**config.mk**
```make
export PLATFORM = sky130hd
export DESIGN_NAME = cpu_design_project
export DESIGN_NICKNAME = d
export VERILOG_FILES = /design/src/rtl/cpu_design_project.sv
export SDC_FILE = /design/constraint.sdc
export NUM_CORES = 1
export LEC_CHECK = 0
export BUFFER_PORTS_ARGS = -buffer_cell sky130_fd_sc_hd__buf_4
export CAP_MARGIN = 20
export CORE_UTILIZATION = 45
export DETAILED_ROUTE_END_ITERATION = 16
export PLACE_DENSITY_LB_ADDON = 0.08
export SETUP_SLACK_MARGIN = 0.3
export SYNTH_ARGS = -nofsm -noshare
export SYNTH_HDL_FRONTEND = slang
export SYNTH_SLANG_ARGS = --single-unit
```
**constraint.sdc**
```tcl
create_clock -name Clock -period 13.6 [get_ports Clock]
set_input_delay 0.68 -clock Clock [delete_from_list [all_inputs] [get_ports Clock]]
set_output_delay 0.68 -clock Clock [all_outputs]
set_load 0.05 [all_outputs]
```
**src/rtl/cpu_design_project.sv**
```systemverilog
// cpu_design_project - single-bus datapath: PC, IR, MAR, MDR, Y, 64-bit Z, R1-R3 and ALU
// All loads are driven by external strobes; there is no internal control unit.
module cpu_design_project #(
   parameter int WIDTH = 32
) (
   input  logic             Clock,
   input  logic             Clear,
   input  logic             PCout,
   input  logic             Zlowout,
   input  logic             MDRout,
   input  logic             R2out,
   input  logic             R3out,
   input  logic             MARin,
   input  logic             ZLowIn,
   input  logic             PCin,
   input  logic             MDRin,
   input  logic             IRin,
   input  logic             Yin,
   input  logic             IncPC,
   input  logic             Read,
   input  logic [4:0]       OR,
   input  logic             R1in,
   input  logic             R2in,
   input  logic             R3in,
   input  logic [WIDTH-1:0] Mdatain,
   output logic [WIDTH-1:0] MDR_output
);

   localparam logic [4:0] OP_ADD = 5'b00011;
   localparam logic [4:0] OP_SUB = 5'b00100;
   localparam logic [4:0] OP_AND = 5'b00101;
   localparam logic [4:0] OP_OR  = 5'b00110;
   localparam logic [4:0] OP_SHR = 5'b00111;
   localparam logic [4:0] OP_SHL = 5'b01000;
   localparam logic [4:0] OP_ROR = 5'b01001;
   localparam logic [4:0] OP_ROL = 5'b01010;
   localparam logic [4:0] OP_NEG = 5'b01111;
   localparam logic [4:0] OP_NOT = 5'b10000;

   logic [WIDTH-1:0]   pc_q, pc_d, ir_q, ir_d, mar_q, mar_d, mdr_q, mdr_d, y_q, y_d;
   logic [WIDTH-1:0]   r1_q, r1_d, r2_q, r2_d, r3_q, r3_d;
   logic [2*WIDTH-1:0] z_q, z_d;
   logic [WIDTH-1:0]   bus;
   logic [2*WIDTH-1:0] alu_result;
   logic [WIDTH:0]     sum;
   logic [2*WIDTH-1:0] rot_right, rot_left;
   logic [4:0]         shamt;

   always_comb begin
      bus = '0;
      if (MDRout)       bus = mdr_q;
      else if (Zlowout) bus = z_q[WIDTH-1:0];
      else if (PCout)   bus = pc_q;
      else if (R2out)   bus = r2_q;
      else if (R3out)   bus = r3_q;
   end

   // Rotates shift a doubled copy of Y so the wrapped bits fall into the kept half.
   always_comb begin
      shamt      = bus[4:0];
      sum        = {1'b0, y_q} + {1'b0, bus};
      rot_right  = {y_q, y_q} >> shamt;
      rot_left   = {y_q, y_q} << shamt;
      alu_result = '0;
      if (IncPC) begin
         alu_result = {{WIDTH{1'b0}}, bus + {{(WIDTH-1){1'b0}}, 1'b1}};
      end else begin
         case (OR)
            OP_ADD:  alu_result = {{(WIDTH-1){1'b0}}, sum};
            OP_SUB:  alu_result = {{WIDTH{1'b0}}, y_q - bus};
            OP_AND:  alu_result = {{WIDTH{1'b0}}, y_q & bus};
            OP_OR:   alu_result = {{WIDTH{1'b0}}, y_q | bus};
            OP_SHR:  alu_result = {{WIDTH{1'b0}}, y_q >> shamt};
            OP_SHL:  alu_result = {{WIDTH{1'b0}}, y_q << shamt};
            OP_ROR:  alu_result = {{WIDTH{1'b0}}, rot_right[WIDTH-1:0]};
            OP_ROL:  alu_result = {{WIDTH{1'b0}}, rot_left[2*WIDTH-1:WIDTH]};
            OP_NEG:  alu_result = {{WIDTH{1'b0}}, -bus};
            OP_NOT:  alu_result = {{WIDTH{1'b0}}, ~bus};
            default: alu_result = '0;
         endcase
      end
   end

   always_comb begin
      pc_d  = PCin  ? bus : pc_q;
      ir_d  = IRin  ? bus : ir_q;
      mar_d = MARin ? bus : mar_q;
      mdr_d = MDRin ? (Read ? Mdatain : bus) : mdr_q;
      y_d   = Yin   ? bus : y_q;
      z_d   = ZLowIn ? alu_result : z_q;
      r1_d  = R1in  ? bus : r1_q;
      r2_d  = R2in  ? bus : r2_q;
      r3_d  = R3in  ? bus : r3_q;
   end

   always_ff @(posedge Clock or negedge Clear) begin
      if (!Clear) begin
         pc_q  <= '0;
         ir_q  <= '0;
         mar_q <= '0;
         mdr_q <= '0;
         y_q   <= '0;
         z_q   <= '0;
         r1_q  <= '0;
         r2_q  <= '0;
         r3_q  <= '0;
      end else begin
         pc_q  <= pc_d;
         ir_q  <= ir_d;
         mar_q <= mar_d;
         mdr_q <= mdr_d;
         y_q   <= y_d;
         z_q   <= z_d;
         r1_q  <= r1_d;
         r2_q  <= r2_d;
         r3_q  <= r3_d;
      end
   end

   assign MDR_output = mdr_q;

endmodule

```
==> run summary <==
Status: finished, final reports clean
Routed len/inst: 32.5 um
Initial core utilization: 45.9%
CP Launch Type: primary input
Worst path required time: 13970 ps
Synth area leaders: dfrtp_1 (25%), mux2i_1 (6.7%), mux2_2 (6.5%), ha_1 (6.5%), a21oi_1 (5.6%)
Post-synth EDFFs: 0
Die Y: 207 um
Register area share after synthesis: 25.5%
Slew Viols, Final: 0
Final #Nets: 2483
RePlAce Congestion: 1.11
Num CTS Buffers: 17
Top_reg_cell synth: dfrtp_1
Maximum fanout along the worst path: 49
Pwr Total: 2.94 mW
Drt total wl: 93.4 mm
Area grow syn2layout: 8.66%
Hold_buf cts: 0
Peak Freq: 149 MHz
Syn Inst Count: 2347
Total number of vias: 20600
Setup crit end kind: flop
Leak pwr: 8.63 nW
Fin crit period: 6710 ps
Place WS: 6770 ps
Max-Cap Viols: 0
Port Buffers: 83
Root Driver: clkbuf_16
Arrival time of the worst setup path: 7080 ps
Worst skew pair latency: 520 ps
Final HPWL DP: 68.5 mm
Adder-cell share of the synthesized area: 6.71%
Max incr delay on CP: 1000 ps
Total GRT Usage: 43.7%
Final hold vios: 0
Setup tns final: 0 ps
Layout Skew: 26.5 ps
Clock Sinks: 192
Maximum number of pins on one net before global-route repair: 81
Post-synthesis xor/xnor area fraction: 3.61%
Mean area per synthesized cell: 8.04 um^2
Power Dens Cells: 143 nW/um^2
Top cell type's share of synthesized area: 25.5%
Largest family of logic cells by synthesized area: compound AO/OA/AOI/OAI gates
Clk slew on worst S/H paths: 90 ps
Fill count: 4061
Peak VDD IR: 0.133 mV
# IOs: 87
First-pass GRT wire length: 133 mm
Core Rows: 74
Worst hold path class: in -> async
Slew HR: 15.4%
Final Worst Setup Slack: 6890 ps
CORE AREA: 41100 um^2
YS warnings: 0
Die ar.: 42800 um^2
Asr flop ratio synth: 100%
Post-Synth Simple-Gate Area: 15.4%
Sequential cell area: 4800 um^2
Synth Register Bits: 192
Crit-path cells: buf_4 > nor2b_1 > or3_1 > o21ai_4 > inv_2 > buf_4 > ha_1 > a211oi_1 > o21bai_1 > a211oi_1 > buf_4 > or4b_2 > a2111oi_0 > o41ai_1 > xnor2_1 > nand2_1 > nor4b_1 > a211oi_1
Clock Path Buffers: 2
WS Path Type: in -> reg
Final setup viols: 0
Drc violations: 0
Mux contribution to synthesized area: 13.2%
Postcts setup bufs: 0
Mapped Nets: 2502
Smallest hold slack: 82.7 ps
Post-cts resize count: 0
Drt pass-1 iters: 8
First DRT Iteration DRCs: 2926
Die W: 207 um
Mapped cell area: 18900 um^2
Post-DRT Antenna Nets: 0
H-Tree Depth: 4
Worst-margin pin slew: 1260 ps
GRT overflow: 0
Initial antenna violation count: 4
CP max stage cell: a2111oi_0
Synth Area in Compound Gates: 30.0%
Vias in the first global route: 18900
Synth unique cells: 90
Area of the multi-input gates: 13000 um^2
Layout cells sized above 1: 13.7%
Final period utilization: 49.3%
RSZ-0062 raised after global routing: false
Vias per cell: 7.15
Top cell type by total area after synthesis: dfrtp_1
CTS tree: built
==> cell families after synthesis <==
kind of cell | after synthesis
buf+inv | 265
flops | 192
simple gates | 628
compound gates | 849
xor+xnor | 77
mux | 236
fa+ha+maj | 100
==> synth_stat cells, types with 15 or more instances <==
cell type and instances:
a221oi_1 48, nor3_1 56, buf_1 27, mux2i_1 127, xor2_1 24, buf_2 29
ha_1 98, o221ai_1 27, a21boi_0 16, nand3_1 48, dfrtp_1 192, a22oi_1 38
nand2_1 157, a21oi_1 212, a21o_1 42, a31oi_1 25, xnor2_1 52, o21ai_0 158
nand2b_1 15, o22ai_1 31, a211oi_1 58, clkbuf_1 111, and3_1 16, inv_1 80
mux2_2 109, nor2_1 233, o211ai_1 36
==> metal layers <==
layer / vias up / wire length (um) / global-route usage (%)
met3: 303 / 10100 / 10.6
met4: 2 / 5970 / 26.2
met2: 1335 / 39800 / 64.2
met5: - / 10 / 0
li1: 8808 / - / -
met1: 10100 / 37500 / 57.9
==> power breakdown <==
part	internal (mW)	leakage (nW)	switching, mW
clock network	0.253	0.290	0.282
logic	0.541	6.00	1.09
registers	0.668	2.34	0.103
total	1.46	8.63	1.48
==> final cells by class <==
| class | instances | area share (%) |
|---|---|---|
| clock inverter | 14 | 0.763 |
| multi-input combinational | 1890 | 63.6 |
| antenna | 3 | 0.0366 |
| tap | 532 | 3.25 |
| timing repair buffer | 135 | 5.07 |
| sequential | 192 | 23.4 |
| inverter | 92 | 1.68 |
| clock buffer | 18 | 2.14 |
==> critical path, delay by kind of cell <==
family,cells,cell delay (ps)
buf+inv,4,1310
simple gates,5,2520
compound gates,7,1970
fa+ha+maj,1,360
xor+xnor,1,190
==> sequential cells by signal, indices dropped and copies added (netlist names) <==
register,flops
pc_q,32
r3_q,32
r2_q,32
y_q,32
z_q,32
MDR_output,32
==> placed cells by master, fill, tap and decap left out, types with 13 or more instances in the layout <==
| master | n |
|---|---|
| nand3_1 | 48 |
| o22ai_1 | 31 |
| o21a_1 | 13 |
| nor2_1 | 232 |
| mux2i_1 | 127 |
| clkbuf_16 | 17 |
| dfrtp_1 | 192 |
| xnor2_1 | 52 |
| a211oi_1 | 58 |
| nand2b_1 | 15 |
| a221oi_1 | 48 |
| nand2_1 | 155 |
| a21oi_1 | 212 |
| a22oi_1 | 38 |
| o211ai_1 | 36 |
| inv_1 | 80 |
| nand4_1 | 14 |
| a21boi_0 | 16 |
| o221ai_1 | 27 |
| nor3_1 | 56 |
| nor4_1 | 14 |
| xor2_1 | 24 |
| a31oi_1 | 25 |
| o21ai_0 | 157 |
| mux2_2 | 109 |
| a21o_1 | 42 |
| buf_4 | 133 |
| and3_1 | 16 |
| ha_1 | 98 |
==> worst paths after layout <==
| path | end | cells after the start | from | slack [ps] |
|---|---|---|---|---|
| max in group asynchronous | pc_q[24] | 4 | Clear | 11660 |
| max | z_q[28] | 18 | MDRout | 6890 |
| min | y_q[0] | 1 | Clear | 80 |
| min in group Clock | MDR_output[2] | 3 | Mdatain[2] | 460 |
| max reg2reg | z_q[28] | 17 | MDR_output[2] | 7200 |
| min reg2reg | pc_q[23] | 1 | pc_q[23] | 510 |
==> per-stage QoR <==
step / utilization (%) / cells / cell area (um^2)
6_report: 49.9 / 2876 / 20500
5_1_grt: 49.9 / 2873 / 20500
4_1_cts: 49.8 / 2872 / 20500
3_5_place_dp: 48.3 / 2840 / 19900
3_3_place_gp: 48.3 / 2840 / 19900
2_1_floorplan: - / 2347 / 18900
Power figures use the tool's default switching activity.
